$ cat config.mk
export PLATFORM = sky130hd
export DESIGN_NAME = tap_controller_3d
export DESIGN_NICKNAME = d
export VERILOG_FILES = /design/src/rtl/tap_3d_pkg.sv /design/src/rtl/tap_fsm.sv /design/src/rtl/tap_controller_3d.sv
export SDC_FILE = /design/constraint.sdc
export NUM_CORES = 1
export LEC_CHECK = 0
export CAP_MARGIN = 0
export CORE_MARGIN = 4
export CORE_UTILIZATION = 45
export DETAILED_ROUTE_END_ITERATION = 10
export PLACE_DENSITY = 0.77
export SETUP_SLACK_MARGIN = 0.15
export SLEW_MARGIN = 25
export SYNTH_ARGS = -nofsm -noshare
export SYNTH_HDL_FRONTEND = slang
export SYNTH_SLANG_ARGS = --single-unit
export TNS_END_PERCENT = 10
$ cat constraint.sdc
create_clock -name TCK -period 1.9 [get_ports TCK]
set_clock_uncertainty 0.2 [all_clocks]
set_input_delay 0.38 -clock TCK [delete_from_list [all_inputs] [get_ports TCK]]
set_output_delay 0.38 -clock TCK [all_outputs]
set_load 0.01 [all_outputs]
$ cat src/rtl/tap_3d_pkg.sv
// Shared TAP definitions: state codes, opcodes, IR capture pattern, reset instruction.
// Reset instruction depends on TAP_IDCODE_EN (IDCODE when defined, BYPASS otherwise).
package tap_3d_pkg;

  typedef enum logic [3:0] {
    ST_EX2_DR = 4'h0,
    ST_EX1_DR = 4'h1,
    ST_SH_DR  = 4'h2,
    ST_PA_DR  = 4'h3,
    ST_SEL_IR = 4'h4,
    ST_UPD_DR = 4'h5,
    ST_CAP_DR = 4'h6,
    ST_SEL_DR = 4'h7,
    ST_EX2_IR = 4'h8,
    ST_EX1_IR = 4'h9,
    ST_SH_IR  = 4'hA,
    ST_PA_IR  = 4'hB,
    ST_RTI    = 4'hC,
    ST_UPD_IR = 4'hD,
    ST_CAP_IR = 4'hE,
    ST_TLR    = 4'hF
  } tap_state_e;

  localparam logic [3:0] OP_EXTEST    = 4'b0000;
  localparam logic [3:0] OP_IDCODE    = 4'b0001;
  localparam logic [3:0] OP_TAPCONFIG = 4'b0011;
  localparam logic [3:0] OP_BYPASS    = 4'b1111;

  localparam logic [3:0] IR_CAPTURE   = 4'b0101;

`ifdef TAP_IDCODE_EN
  localparam logic [3:0] IR_RESET     = OP_IDCODE;
`else
  localparam logic [3:0] IR_RESET     = OP_BYPASS;
`endif

endpackage

$ cat src/rtl/tap_fsm.sv
// 16-state TAP controller: TMS sampled on posedge TCK, state register reset to TLR by TRST_N.
// Latency: state follows TMS by one TCK; no backpressure.
module tap_fsm
  import tap_3d_pkg::*;
(
  input  logic       TCK,
  input  logic       TRST_N,
  input  logic       TMS,
  output logic [3:0] tap_state
);

  tap_state_e state_q;
  tap_state_e state_d;

  always_ff @(posedge TCK or negedge TRST_N) begin
    if (!TRST_N) begin
      state_q <= ST_TLR;
    end else begin
      state_q <= state_d;
    end
  end

  always_comb begin
    state_d = ST_TLR;
    case (state_q)
      ST_TLR:    state_d = TMS ? ST_TLR    : ST_RTI;
      ST_RTI:    state_d = TMS ? ST_SEL_DR : ST_RTI;
      ST_SEL_DR: state_d = TMS ? ST_SEL_IR : ST_CAP_DR;
      ST_CAP_DR: state_d = TMS ? ST_EX1_DR : ST_SH_DR;
      ST_SH_DR:  state_d = TMS ? ST_EX1_DR : ST_SH_DR;
      ST_EX1_DR: state_d = TMS ? ST_UPD_DR : ST_PA_DR;
      ST_PA_DR:  state_d = TMS ? ST_EX2_DR : ST_PA_DR;
      ST_EX2_DR: state_d = TMS ? ST_UPD_DR : ST_SH_DR;
      ST_UPD_DR: state_d = TMS ? ST_SEL_DR : ST_RTI;
      ST_SEL_IR: state_d = TMS ? ST_TLR    : ST_CAP_IR;
      ST_CAP_IR: state_d = TMS ? ST_EX1_IR : ST_SH_IR;
      ST_SH_IR:  state_d = TMS ? ST_EX1_IR : ST_SH_IR;
      ST_EX1_IR: state_d = TMS ? ST_UPD_IR : ST_PA_IR;
      ST_PA_IR:  state_d = TMS ? ST_EX2_IR : ST_PA_IR;
      ST_EX2_IR: state_d = TMS ? ST_UPD_IR : ST_SH_IR;
      ST_UPD_IR: state_d = TMS ? ST_SEL_DR : ST_RTI;
      default:   state_d = ST_TLR;
    endcase
  end

  assign tap_state = state_q;

endmodule

$ cat src/rtl/tap_controller_3d.sv
// Die-level 3D TAP: FSM, 4-bit IR, bypass/IDCODE DRs and negedge-retimed TDO mux.
// TAP_IDCODE_EN adds the IDCODE register and makes IDCODE the reset instruction.
module tap_controller_3d
  import tap_3d_pkg::*;
#(
  parameter logic [31:0] IDCODE_VALUE = 32'h0000_0001
)
(
  input  logic       TCK,
  input  logic       TRST_N,
  input  logic       TMS,
  input  logic       TDI,
  input  logic       config_tdo,
  output logic [3:0] tap_state,
  output logic [3:0] IR,
  output logic       TDO,
  output logic       TDO_EN
);

  if (IDCODE_VALUE[0] != 1'b1) begin : g_idcode_lsb_check
    $error("IDCODE_VALUE bit 0 must be 1");
  end

  logic [3:0] ir_shift;
  logic       bypass_q;
  logic       sel_config;
  logic       sel_idcode;
  logic       sel_bypass;
  logic       shift_ir;
  logic       shift_dr;
  logic       capture_dr;
  logic       tdo_mux;

  tap_fsm u_tap_fsm (
    .TCK       (TCK),
    .TRST_N    (TRST_N),
    .TMS       (TMS),
    .tap_state (tap_state)
  );

  assign shift_ir   = (tap_state == ST_SH_IR);
  assign shift_dr   = (tap_state == ST_SH_DR);
  assign capture_dr = (tap_state == ST_CAP_DR);

  always_ff @(posedge TCK or negedge TRST_N) begin
    if (!TRST_N) begin
      ir_shift <= 4'b0000;
    end else if (tap_state == ST_CAP_IR) begin
      ir_shift <= IR_CAPTURE;
    end else if (shift_ir) begin
      ir_shift <= {TDI, ir_shift[3:1]};
    end
  end

  // TLR continuously re-forces the reset instruction, not just on TRST_N.
  always_ff @(posedge TCK or negedge TRST_N) begin
    if (!TRST_N) begin
      IR <= IR_RESET;
    end else if (tap_state == ST_TLR) begin
      IR <= IR_RESET;
    end else if (tap_state == ST_UPD_IR) begin
      IR <= ir_shift;
    end
  end

  assign sel_config = (IR == OP_TAPCONFIG);
  assign sel_bypass = !sel_config && !sel_idcode;

  always_ff @(posedge TCK or negedge TRST_N) begin
    if (!TRST_N) begin
      bypass_q <= 1'b0;
    end else if (sel_bypass) begin
      if (capture_dr) begin
        bypass_q <= 1'b0;
      end else if (shift_dr) begin
        bypass_q <= TDI;
      end
    end
  end

`ifdef TAP_IDCODE_EN
  logic [31:0] idcode_shift;

  assign sel_idcode = (IR == OP_IDCODE);

  always_ff @(posedge TCK or negedge TRST_N) begin
    if (!TRST_N) begin
      idcode_shift <= 32'h0000_0000;
    end else if (sel_idcode) begin
      if (capture_dr) begin
        idcode_shift <= IDCODE_VALUE;
      end else if (shift_dr) begin
        idcode_shift <= {TDI, idcode_shift[31:1]};
      end
    end
  end

  always_comb begin
    tdo_mux = bypass_q;
    if (shift_ir) begin
      tdo_mux = ir_shift[0];
    end else if (sel_config) begin
      tdo_mux = config_tdo;
    end else if (sel_idcode) begin
      tdo_mux = idcode_shift[0];
    end
  end
`else
  assign sel_idcode = 1'b0;

  always_comb begin
    tdo_mux = bypass_q;
    if (shift_ir) begin
      tdo_mux = ir_shift[0];
    end else if (sel_config) begin
      tdo_mux = config_tdo;
    end
  end
`endif

  // Half-cycle retiming: TDO is launched on the falling edge so the far end samples it on the next rise.
  always_ff @(negedge TCK or negedge TRST_N) begin
    if (!TRST_N) begin
      TDO    <= 1'b0;
      TDO_EN <= 1'b0;
    end else if (shift_ir || shift_dr) begin
      TDO    <= tdo_mux;
      TDO_EN <= 1'b1;
    end else begin
      TDO    <= 1'b0;
      TDO_EN <= 1'b0;
    end
  end

endmodule

==> results.md <==
* Status: complete, but fails checks
* Failing checks: setup timing
* Area growth syn-to-layout at 34.78%
* Critical path required time at 1.02 ns
* All-Layer GR Usage at 16.29%
* Initial core utilization at 50.55%
* CP Capture Type: flip-flop
* RSZ-0062 raised after global routing: true
* Met3 Use GR at 3.448%
* Antenna viol nets, final at 0
* Post-CTS Hold Buffers at 0
* Number of cells after detailed placement at 105
* DRC viols at 0
* Max-Cap Viols at 0
* Vias per inst at 5.064
* Routing usage on met2 at 28.46%
* Die footprint at 2225 um^2
* Largest area contributor in the netlist: dfstp_2
* H-tree level count at 1
* TritonCTS clock tree: built
* Relative slew slack at 82.44%
* Worst-Skew Late Latency at 0.27 ns
* Ant. Diodes at 0
* EDFF count, synth at 0
* Routed wire length per instance at 13.41 um
* Share of layout cells above drive strength 1 at 42.55%
* Nets@finish at 100
* Instance count of the mapped netlist at 68
* Max incr delay on CP at 0.55 ns
* Worst-Margin Slew at 0.2625 ns
* Total leakage power at 0.4324 nW
* Vias in the first global route at 547
* GR Overflow Total at 0
* Row Count at 13
* PortBufs at 14
* Clock Pin Slew Worst Setup and Hold Paths at 0.09 ns
* Core area at 1366 um^2
* Die height at 47.18 um
* First-pass iteration count of the detailed router at 4
* Yosys cell types at 23
* Clock Path Buffers at 2
* PwrDens at 1776 nW/um^2
* Fin. Hold Viols at 0
* Num ports at 15
* Net Count, Synth at 73
* Primary FF master, synth: dfstp_2
* Via Count at 552
* Top cells by count, synth: nand2_1, nor2_1, o21ai_0, dfstp_2, dfrtp_1
* Sequential area share after synthesis at 55.80%
* VDD IR max at 1075 uV
* Top-area cell type share of the netlist area at 30.43%
* Syn_area_per_cell at 10.16 um^2
* Most used routing layer: met2
* Worst-path cell chain: and4bb_1, mux2i_1, a2111oi_2
* Die X at 47.18 um
* Routability cong. at 0.7208
* Crit path arrival time at 1.53 ns
* Slowest-stage cell, CP: dfstp_2
* Root Buffer: clkbuf_4
* Met1 usage at 20.71%
* Setup CP Type: reg2reg
* Synth top area cells: dfstp_2, dfrtp_1, dfrtn_1
* First-pass GRT wire length at 2.504 mm
* Async S/R FF share, synth at 100.0%
* Largest net degree at the start of global routing at 13
* Final wirelength at 1.462 mm
* Yosys reg bits at 15
* Non-Filler Instances at 109
* YS warnings at 0
* Initial antenna violation count at 0
* Iter 0 DRT Violations at 1
* Num Clock Sinks at 15
* Setup Buffers After CTS at 0
* CTS buffer count at 3
* Hpwl dp at 1.090 mm
* WHS at 0.3104 ns
* Syn Std Cell Area at 690.7 um^2
* Crit Path Max Fanout at 2
* Max-slew violations at 0
* Setup WS post-layout at -0.5131 ns
* Nature of the critical path startpoint: flip-flop
* Final setup vio count at 4
* Hold/Removal Path Class: in2async
## state kept, by name, indices dropped and copies added, names as in the netlist
register and cells:
IR 4, ir_shift 4, u_tap_fsm.tap_state 4, TDO 1, TDO_EN 1, bypass_q 1
## placed cells by master (no fill, tap or decap), types with 2 or more instances in the layout
cell / synthesis / routed
buf_6: 0 / 5
nor2b_1: 3 / 3
clkdlybuf4s50_1: 0 / 4
o21ai_0: 9 / 9
buf_4: 0 / 9
dfrtp_1: 5 / 5
clkbuf_2: 0 / 4
buf_2: 3 / 4
mux2_2: 3 / 3
clkbuf_4: 0 / 3
nor2_1: 9 / 8
nand3_1: 3 / 3
nand2_1: 9 / 9
dfstp_2: 8 / 8
dfrtn_1: 2 / 2
## worst paths after layout
kind,from,to,slack [ns],cells after the start
setup / recovery,IR[2]$_DFFE_PN1P_,TDO$_DFF_NN0_,-0.51,3
hold / removal,TRST_N,u_tap_fsm.tap_state[3]$_DFF_PN1_,0.31,1
setup reg to reg,IR[2]$_DFFE_PN1P_,TDO$_DFF_NN0_,-0.51,3
hold reg to reg,ir_shift[2]$_DFFE_PN0N_,ir_shift[2]$_DFFE_PN0N_,0.32,2
max in group asynchronous,TRST_N,TDO$_DFF_NN0_,0.38,1
min in group TCK,ir_shift[2]$_DFFE_PN0N_,ir_shift[2]$_DFFE_PN0N_,0.32,2
## metal layers
metal  vias up  wire [um]  part of all wire, %
li1        285          -                    -
met1       256        670                   46
met2         9        727                   50
met3         2         50                  3.4
met4         0         13                 0.89
met5         -          0                    0
## where the power goes
group | leakage (nW) | switching (W) | internal [W]
combinational | 0.243 | 0.000411 | 0.000442
clock | 0.0150 | 0.0000958 | 0.0000811
sequential | 0.175 | 0.0000981 | 0.000524
## layout make-up
class / instances / area [um^2]
repair buffers: 26 / 203.9
multi-input cells: 48 / 292.8
clock buffers: 4 / 26.28
well taps: 15 / 18.77
fillers: 123 / 435.4
flip-flops and latches: 15 / 385.4
inverters: 1 / 3.754
## through the flow
step	setup slack (ns)	util, %	instance area (um^2)	total power (W)	TNS, ns
floorplan	-0.4899	-	690.7	0.001064	-0.8787
global placement	-0.5179	67.40	920.9	0.001472	-1.635
detailed placement	-0.5217	67.40	920.9	0.001507	-1.697
CTS	-0.5267	69.14	944.7	0.001669	-1.441
global route	-0.5636	68.13	930.9	0.001800	-1.540
finish	-0.5131	68.13	930.9	0.001653	-1.425
## kinds of logic (layout without fill, tap and decap cells)
| family | Yosys count | after routing | synth area share [%] |
|---|---|---|---|
| muxes | 4 | 4 | 6.340 |
| AOI/OAI and AO/OA | 15 | 15 | 14.49 |
| and+or+nand+nor | 29 | 29 | 20.11 |
| buffers and inverters | 5 | 31 | 3.259 |
| DFF | 15 | 15 | 55.80 |
## timing repair
action,4_1_cts,5_1_grt
pin swaps,1,2
endpoints found under the hold margin,0,0
resized for setup,36,7
setup endpoints to repair,12,10
## critical path, delay by kind of cell, from the launching register on
family | cells | cell delay, ns
AOI/OAI and AO/OA | 1 | 0.34
DFF | 1 | 0.55
muxes | 1 | 0.14
and+or+nand+nor | 1 | 0.23
Power figures use the tool's default switching activity.
